`src/rtl/sdram_arbiter.sv`:
```
// Two-master arbiter in front of a single picorv32-style mem_* port.
// Port 0 (CPU) and port 1 (DMA/video) share the sdram wrapper; a watchdog
// force-completes any access the wrapper never acknowledges.
module sdram_arbiter #(
   parameter int unsigned FIXED_PRIORITY = 0,
   parameter int unsigned TIMEOUT_CYCLES = 256,
   parameter logic [31:0] TIMEOUT_RDATA  = 32'hFFFF_FFFF
) (
   input  logic        clk,
   input  logic        reset,
   input  logic        m0_valid,
   input  logic [3:0]  m0_wstrb,
   input  logic [31:0] m0_addr,
   input  logic [31:0] m0_wdata,
   output logic        m0_ready,
   output logic [31:0] m0_rdata,
   input  logic        m1_valid,
   input  logic [3:0]  m1_wstrb,
   input  logic [31:0] m1_addr,
   input  logic [31:0] m1_wdata,
   output logic        m1_ready,
   output logic [31:0] m1_rdata,
   output logic        mem_valid,
   output logic [3:0]  mem_wstrb,
   output logic [31:0] mem_addr,
   output logic [31:0] mem_wdata,
   input  logic        mem_ready,
   input  logic [31:0] mem_rdata,
   output logic [1:0]  grant,
   output logic        timeout_err,
   output logic [7:0]  timeout_cnt
);

   typedef enum logic [1:0] {
      IDLE = 2'd0,
      G0   = 2'd1,
      G1   = 2'd2
   } state_t;

   localparam bit          WDOG_EN   = (TIMEOUT_CYCLES != 0);
   localparam logic [31:0] WDOG_LAST = WDOG_EN ? 32'(TIMEOUT_CYCLES - 1) : '0;

   state_t      state_q, state_d;
   logic        last_q, last_d;
   logic [31:0] wdog_q, wdog_d;
   logic        err_q, err_d;
   logic [7:0]  cnt_q, cnt_d;

   logic        in_grant;
   logic        own_valid;
   logic [3:0]  own_wstrb;
   logic [31:0] own_addr;
   logic [31:0] own_wdata;
   logic        forced;

   // Select the current owner's request fields; port 0 is the idle default.
   always_comb begin
      in_grant  = (state_q == G0) || (state_q == G1);
      own_valid = m0_valid;
      own_wstrb = m0_wstrb;
      own_addr  = m0_addr;
      own_wdata = m0_wdata;
      if (state_q == G1) begin
         own_valid = m1_valid;
         own_wstrb = m1_wstrb;
         own_addr  = m1_addr;
         own_wdata = m1_wdata;
      end
      // A real ack in the expiry cycle wins, and a dropped request is an abort.
      forced = WDOG_EN && in_grant && own_valid && !mem_ready && (wdog_q == WDOG_LAST);
   end

   // Drive the downstream port and the per-master completion pulses.
   always_comb begin
      mem_valid   = in_grant && own_valid;
      mem_wstrb   = own_wstrb;
      mem_addr    = own_addr;
      mem_wdata   = own_wdata;
      m0_ready    = (state_q == G0) && (mem_ready || forced);
      m1_ready    = (state_q == G1) && (mem_ready || forced);
      m0_rdata    = forced ? TIMEOUT_RDATA : mem_rdata;
      m1_rdata    = forced ? TIMEOUT_RDATA : mem_rdata;
      grant       = {state_q == G1, state_q == G0};
      timeout_err = err_q;
      timeout_cnt = cnt_q;
   end

   // Next-state: arbitration in IDLE, completion/abort/watchdog in a grant state.
   always_comb begin
      state_d = state_q;
      last_d  = last_q;
      wdog_d  = wdog_q;
      err_d   = err_q;
      cnt_d   = cnt_q;
      case (state_q)
         IDLE: begin
            wdog_d = '0;
            if (m0_valid && m1_valid) begin
               if (FIXED_PRIORITY != 0) state_d = G0;
               else                     state_d = last_q ? G0 : G1;
            end else if (m0_valid) begin
               state_d = G0;
            end else if (m1_valid) begin
               state_d = G1;
            end
         end
         G0, G1: begin
            wdog_d = 32'(wdog_q + 32'd1);
            if (mem_ready) begin
               last_d  = (state_q == G1);
               state_d = IDLE;
            end else if (!own_valid) begin
               state_d = IDLE;
            end else if (forced) begin
               last_d  = (state_q == G1);
               state_d = IDLE;
               err_d   = 1'b1;
               cnt_d   = (cnt_q == 8'hFF) ? cnt_q : 8'(cnt_q + 8'd1);
            end
         end
         default: state_d = IDLE;
      endcase
   end

   // State registers with synchronous reset; last=1 so port 0 is served first.
   always_ff @(posedge clk) begin
      if (reset) begin
         state_q <= IDLE;
         last_q  <= 1'b1;
         wdog_q  <= '0;
         err_q   <= 1'b0;
         cnt_q   <= '0;
      end else begin
         state_q <= state_d;
         last_q  <= last_d;
         wdog_q  <= wdog_d;
         err_q   <= err_d;
         cnt_q   <= cnt_d;
      end
   end

endmodule

```
`config.mk`:
```
export PLATFORM = sky130hd
export DESIGN_NAME = sdram_arbiter
export DESIGN_NICKNAME = d
export VERILOG_FILES = /design/src/rtl/sdram_arbiter.sv
export SDC_FILE = /design/constraint.sdc
export NUM_CORES = 1
export LEC_CHECK = 0
export CAP_MARGIN = 30
export CELL_PAD_IN_SITES_DETAIL_PLACEMENT = 0
export CELL_PAD_IN_SITES_GLOBAL_PLACEMENT = 1
export CORE_MARGIN = 4
export CORE_UTILIZATION = 19
export CTS_BUF_LIST = sky130_fd_sc_hd__clkbuf_8
export DETAILED_ROUTE_END_ITERATION = 12
export PLACE_DENSITY = 0.76
export SYNTH_ARGS = -nofsm -noshare
export SYNTH_HDL_FRONTEND = slang
export SYNTH_SLANG_ARGS = --single-unit
```
`constraint.sdc`:
```
create_clock -name clk -period 2.82 [get_ports clk]
set_input_delay 0.705 -clock clk [delete_from_list [all_inputs] [get_ports clk]]
set_output_delay 0.705 -clock clk [all_outputs]
set_load 0.02 [all_outputs]
```
==> summary.md, run 1 <==
| Metric | Value |
|---|---|
| Clock sink count | 44 |
| Ranking of synthesized cells by area | dfxtp_1 26%, mux2_2 23%, buf_4 7.3%, xor2_1 6.5%, nand2b_1 6.1% |
| Vias | 4127 |
| Area leader, netlist | dfxtp_1 |
| Share of post-route cells with drive strength above 1 | 0.3543 |
| H-tree lvl count | 2 |
| Post-synth top area share | 0.2595 |
| Final Max Slew Viols | 0 |
| First-pass GRT wire length | about 25 mm |
| Headroom to the max-slew limit | 0.6490 |
| Post-layout nets | between 900 and 1000 |
| Worst slew pin tran | 526.5 ps |
| Final setup skew | 9.208 ps |
| Initial drt markers | roughly 140 |
| Tot Pwr | 2.288 mW |
| Kind of start point of the critical path | flop |
| DR pass1 iterations | 4 |
| Gpl congestion | 0.9110 |
| Critical path arrival | 2320 ps |
| Hpwl dp | 14.92 mm |
| Routed wire per std cell | 18.60 um |
| Vias per inst | 4.312 |
| Synth Register Bits | 44 |
| Max cap viols | 0 |
| Largest net degree at the start of global routing | a little over 70 |
| Pwr dens | 300.7 nW/um2 |
| Crit path to | mem_wdata[9] |
| Number of port buffers | 318 |
| Antenna violations before repair | 2 |
| Worst path max stage delay | 610 ps |
| Crit-path max FO | 71 |
| Final count of negative-setup-slack endpoints | 131 |
| Crit. Startpoint | state_q[0] |
| Hold Fails Final Rpt | 0 |
| DRC Markers | 0 |
| Crit path time final | 3021 ps |
| Most frequent cells in the layout | 245 x clkdlybuf4s50_1, 71 x buf_6, 68 x mux2_2 |
| Register area | 883.3 um2 |
| Chip width | 141.7 um |
| CP max stage cell | clkdlybuf4s50_1 |
| EDFF count, synth | 0 |
| Fill count | 1642 |
| Fin util | 0.4369 |
| Vias in the first global route | 4401 |
| CP Cell Sequence | inv_4 > ha_4 > buf_8 > mux2_2 > clkdlybuf4s50_1 |
| Status | finished with violations |
| ANT nets after route | 0 |
| Max VDD drop | 0.1743 mV |
| RR Startpoint | state_q[0] |
| Hold path cells | 2 |
| Post-Syn Nets | around 570 |
| Synth unique cells | 36 |
| Final period utilization | 1.071 |
| FFs w/ async S/R, synth | 0 |
| CP required | 2120 ps |
| Area Overhead vs Synth | 124.2% |
| Failing checks | negative setup slack |
| Vert. Die Dim | 141.7 um |
| Sequential area share after synthesis | 0.2595 |
| Dominant synthesized flop cell | dfxtp_1 |
| Final worst slack | -201.3 ps |
| Critical path type | flop to output pin |
| Cells after Synth | 392 |
| Synth Area per Inst | 8.659 um2 |
| CTS Buf Count | 5 |
| F_max | 0.3310 GHz |
| Worst hold path class | flop to flop |
| Initial core utilization | 0.1949 |
| Core box area | roughly 17000 um2 |
| Drt total wl | 17.80 mm |
| Clock buffer depth | 2 |
| Root Buffer | clkbuf_8 |
| Worst R2R End | timeout_cnt[7] |
| I/O Pins | approximately 320 |
| Latest clock arrival within the worst-skew pair | 300 ps |
| Footprint of the multi-input gates | 2489 um2 |
| CTS clk-pin slew, worst paths | about 80 ps |
| Reg-to-reg slack, setup | around 80 ps |
| CTS tree | yes |
| Grt total ovfl | 0 |
| Synthesized cell area | 3395 um2 |
| Total GRT Usage | 0.1623 |
| Most common cell after layout, fill and taps aside | clkdlybuf4s50_1 |
| Setup crit end kind | output pin |
| Rows | 48 |
| Synth warnings | 0 |
| RSZ-0062 raised after global routing | true |
| Leakage | about 3.1 nW |
| Cells on worst reg2reg path | 10 |
| Die area | ~20000 um2 |
-- metrics by stage --
step / setup TNS, ps / hold slack, ps / instance area [um2] / instances / setup slack (ps)
2_1_floorplan: 0 / 453.4 / 3816 / 392 / 17.84
3_3_place_gp: -63920 / 462.0 / 7248 / 940 / -920.1
3_5_place_dp: -66470 / 482.4 / 7248 / 940 / -945.5
4_1_cts: -23620 / 499.6 / 7476 / 954 / -221.7
5_1_grt: -28960 / 524.0 / 7610 / 957 / -303.0
6_report: -19100 / 489.6 / 7610 / 957 / -201.3
-- synth_stat cells, types with 4 or more instances --
cell	count
mux2_2	68
dfxtp_1	44
nor2_1	39
buf_4	33
nand2b_1	33
xor2_1	25
clkbuf_1	18
nand3_1	18
nand4_1	14
nand2_1	13
nor4_1	9
a21oi_1	7
o21ai_0	7
and3_1	6
ha_1	6
or3_1	6
xnor2_1	6
and4_1	5
inv_1	4
nor2b_1	4
-- power by group --
group          total, mW  internal, mW  switching, mW
logic               1.24         0.706          0.533
registers          0.639         0.631        0.00775
clock network      0.410         0.196          0.214
total               2.29          1.53          0.756
-- kinds of logic after synthesis --
family / Yosys count / share of synthesized area
simple gates: 158 / 0.2547
xor+xnor: 31 / 0.07999
fa+ha+maj: 6 / 0.02212
compound gates: 25 / 0.04718
mux: 71 / 0.2344
buf+inv: 57 / 0.1021
flops: 44 / 0.2595
-- final cells by class --
type,instances,area share
clock buffer,6,0.01085
multi-input combinational,291,0.3270
timing repair buffer,384,0.5051
antenna,1,0.0003288
sequential,44,0.1161
inverter,4,0.002302
clock inverter,2,0.001315
tap,225,0.03699
-- flip-flops by register name (all words and copies together) (netlist names) --
register	count
last_q	1
timeout_cnt	8
timeout_err	1
wdog_q	32
state_q	2
-- critical path, delay by kind of cell (launching register included) --
kind	cells	cell delay (ps)
adders and majority gates	1	150
muxes	1	400
buffers and inverters	3	1110
DFF	1	340
-- metal layers --
layer  vias to the layer above  wire length, um  global-route usage
met5                         -                0                   0
met1                      1915             7019              0.1921
met3                        22             1892             0.07280
met4                         0              354             0.03485
met2                       174             8530              0.2716
li1                       2016                -                   -
-- how the worst min path moves through the flow --
| stage | start | endpoint | slack (ps) |
|---|---|---|---|
| 2_1_floorplan | last_q | last_q | 450 |
| 3_3_place_gp | timeout_err | timeout_err | 460 |
| 3_5_place_dp | timeout_err | timeout_err | 480 |
| 4_1_cts | timeout_err | timeout_err | 500 |
| 5_1_grt | timeout_err | timeout_err | 520 |
| 6_report | timeout_err | timeout_err | 490 |
-- timing repair --
action	in CTS	in global routing
setup buffers	9	1
resized for setup	403	23
hold buffers	0	0
cloned	0	1
setup endpoints to repair	135	132
pin swaps	4	7
(Power assumes the default switching activity.)
==> run 2: changes to the inputs <==
==> constraint.sdc (replaced) <==
create_clock -name clk -period 2.7 [get_ports clk]
set_input_delay 0.675 -clock clk [delete_from_list [all_inputs] [get_ports clk]]
set_output_delay 0.675 -clock clk [all_outputs]
set_load 0.02 [all_outputs]
==> run 2 against run 1 <==
  * The flow still finishes with violations (negative setup slack)
  * Global-route usage fell by 0.29 points
  * Combinational power up 6%
  * Die area is the same
  * Wire length is 0.51% lower
  * Clock skew barely moved
  * Sequential power is 4.4% higher
  * Flip-flop and latch count unchanged
  * Largest cell class unchanged
  * Non-clock buffer count up 12
==> summary.md, run 2 (same netlist as run 1, synthesis figures left out) <==
| Metric | Value |
|---|---|
| Crit-path max FO | 6 (was 71) |
| Largest net degree at the start of global routing | 72 (unchanged) |
| DP Area | 7196 um2 (was 7248 um2) |
| Clock buffer depth | 2 (unchanged) |
| Drt total wl | 17.71 mm (was 17.80 mm) |
| Routed wire per std cell | 18.29 um (was 18.60 um) |
| Vias | 4180 (was 4127) |
| Max cap viols | 0 (unchanged) |
| Grt total ovfl | 0 (unchanged) |
| Headroom to the max-slew limit | 0.7126 (was 0.6490) |
| Die area | 20070 um2 (unchanged) |
| CTS tree | yes (unchanged) |
| F_max | 0.3157 GHz |
| Crit. Startpoint | state_q[0] (unchanged) |
| Final std cells w/o fill | 968 (was 957) |
| Worst R2R End | timeout_cnt[7] (unchanged) |
| Leakage | 3.792 nW (was 3.130 nW) |
| Largest Register | wdog_q (unchanged) |
| Total GRT Usage | 0.1594 (was 0.1623) |
| Pwr dens | 311.2 nW/um2 (was 300.7 nW/um2) |
| Latest clock arrival within the worst-skew pair | 300 ps (about the same) |
| Initial core utilization | 0.1949 (unchanged) |
| Initial drt markers | 108 (was 144) |
| Setup crit end kind | output pin (unchanged) |
| RSZ-0062 raised after global routing | true (unchanged) |
| RR Startpoint | state_q[0] (unchanged) |
| Critical path type | flop to output pin (unchanged) |
| Vert. Die Dim | 141.7 um (unchanged) |
| Cells on worst reg2reg path | 10 (unchanged) |
| Reg-to-reg slack, setup | -30 ps (was 80 ps) |
| ANT nets after route | 0 (unchanged) |
| Vias in the first global route | 4393 (was 4401) |
| Critical path arrival | 2490 ps (was 2320 ps) |
| CTS Buf Count | 5 (unchanged) |
| Crit path time final | 3167 ps |
| Failing checks | negative setup slack (unchanged) |
| Antenna violations before repair | 0 (was 2) |
| Hold Fails Final Rpt | 0 (unchanged) |
| Worst slew pin tran | 425.2 ps (was 526.5 ps) |
| Rows | 48 (unchanged) |
| Post-layout nets | 921 (was 909) |
| Core box area | 17420 um2 (unchanged) |
| Final period utilization | 1.173 |
| Number of flip-flops in the largest register | 32 (unchanged) |
| Number of port buffers | 318 (unchanged) |
| Worst hold path class | flop to flop (unchanged) |
| Finished Cell Area | 7989 um2 (was 7610 um2) |
| Placed cells | 939 (was 940) |
| Kind of start point of the critical path | flop (unchanged) |
| Root Buffer | clkbuf_8 (unchanged) |
| Chip width | 141.7 um (unchanged) |
| H-tree lvl count | 2 (unchanged) |
| Clock sink count | 44 (unchanged) |
| HP Start | last_q (was timeout_err) |
| Final setup skew | 9.305 ps (was 9.208 ps) |
| Status | finished with violations (unchanged) |
| First-pass GRT wire length | 25.27 mm (was 25.13 mm) |
| CP required | 2030 ps (was 2120 ps) |
| DRC Markers | 0 (unchanged) |
| Final Max Slew Viols | 0 (unchanged) |
| DR pass1 iterations | 4 (unchanged) |
| Hpwl dp | 14.12 mm (was 14.92 mm) |
| Max VDD drop | 0.1874 mV (was 0.1743 mV) |
| Vias per inst | 4.318 (was 4.312) |
| Share of post-route cells with drive strength above 1 | 0.3728 (was 0.3543) |
| Crit path to | m1_rdata[6] (was mem_wdata[9]) |
| Most frequent cells in the layout | 181 x clkdlybuf4s50_1, 78 x buf_6, 68 x mux2_2 (was 245 x clkdlybuf4s50_1, 71 x buf_6, 68 x mux2_2) |
| Antenna diodes | 0 (was 1) |
| Most common cell after layout, fill and taps aside | clkdlybuf4s50_1 (unchanged) |
| Gpl congestion | 0.8635 (was 0.9110) |
| Area Overhead vs Synth | 135.3% (was 124.2%) |
| I/O Pins | 319 (unchanged) |
| Final count of negative-setup-slack endpoints | 67 (was 131) |
| Final worst slack | -467.3 ps (was -201.3 ps) |
| CTS clk-pin slew, worst paths | 80 ps (about the same) |
run 2: worst min path at each step:
stage,endpoint,depth (start not counted)
finish,last_q,1
global route,last_q,1
CTS,last_q,1
detailed placement,last_q,1
global placement,last_q,1
floorplan,last_q,1
run 2: power by group:
part / switching, mW / internal (mW) / total, mW / leakage [nW]
sequential: 0.00821 / 0.659 / 0.667 / 0.356
combinational: 0.570 / 0.742 / 1.31 / 3.38
clock: 0.232 / 0.274 / 0.506 / 0.0541
run 2: through the flow:
stage	hold slack, ps	util	power (mW)	setup TNS [ps]	setup slack (ps)
detailed placement	478.7	0.4131	1.935	-75040	-994.9
CTS	503.7	0.4469	2.507	-31250	-494.9
finish	506.6	0.4587	2.486	-20970	-467.3
floorplan	453.4	-	1.296	-1364	-44.83
global route	548.6	0.4587	2.601	-25280	-531.1
global placement	477.3	0.4131	1.920	-72900	-987.5
run 2: metal layers:
layer,share of wire,global-route usage
met5,0,0
met4,0.016,0.02626
met3,0.058,0.03067
met2,0.51,0.2903
met1,0.42,0.1973
run 2: repair_timing:
item	in CTS	in global routing
pin swaps	6	5
gates cloned	3	2
setup endpoints to repair	136	130
resized for setup	429	71
buffers inserted	17	1
hold buffers	0	0
run 2: worst max-delay path, cell delays in order (launching register included):
cell	delay [ps]
dfxtp_2	360
inv_4	40
ha_4	160
mux2i_4	190
or3b_4	400
or3_4	430
buf_12	170
buf_16	140
buf_12	120
nand2b_4	60
buf_6	110
run 2: final cells by class:
class,count,area (um2)
Multi-Input combinational cell,291,2504
Clock inverter,3,42.54
Fill cell,1610,9428
Clock buffer,5,68.82
Timing Repair Buffer,396,4190
Sequential cell,44,884.6
Tap cell,225,281.5
Inverter,4,17.52
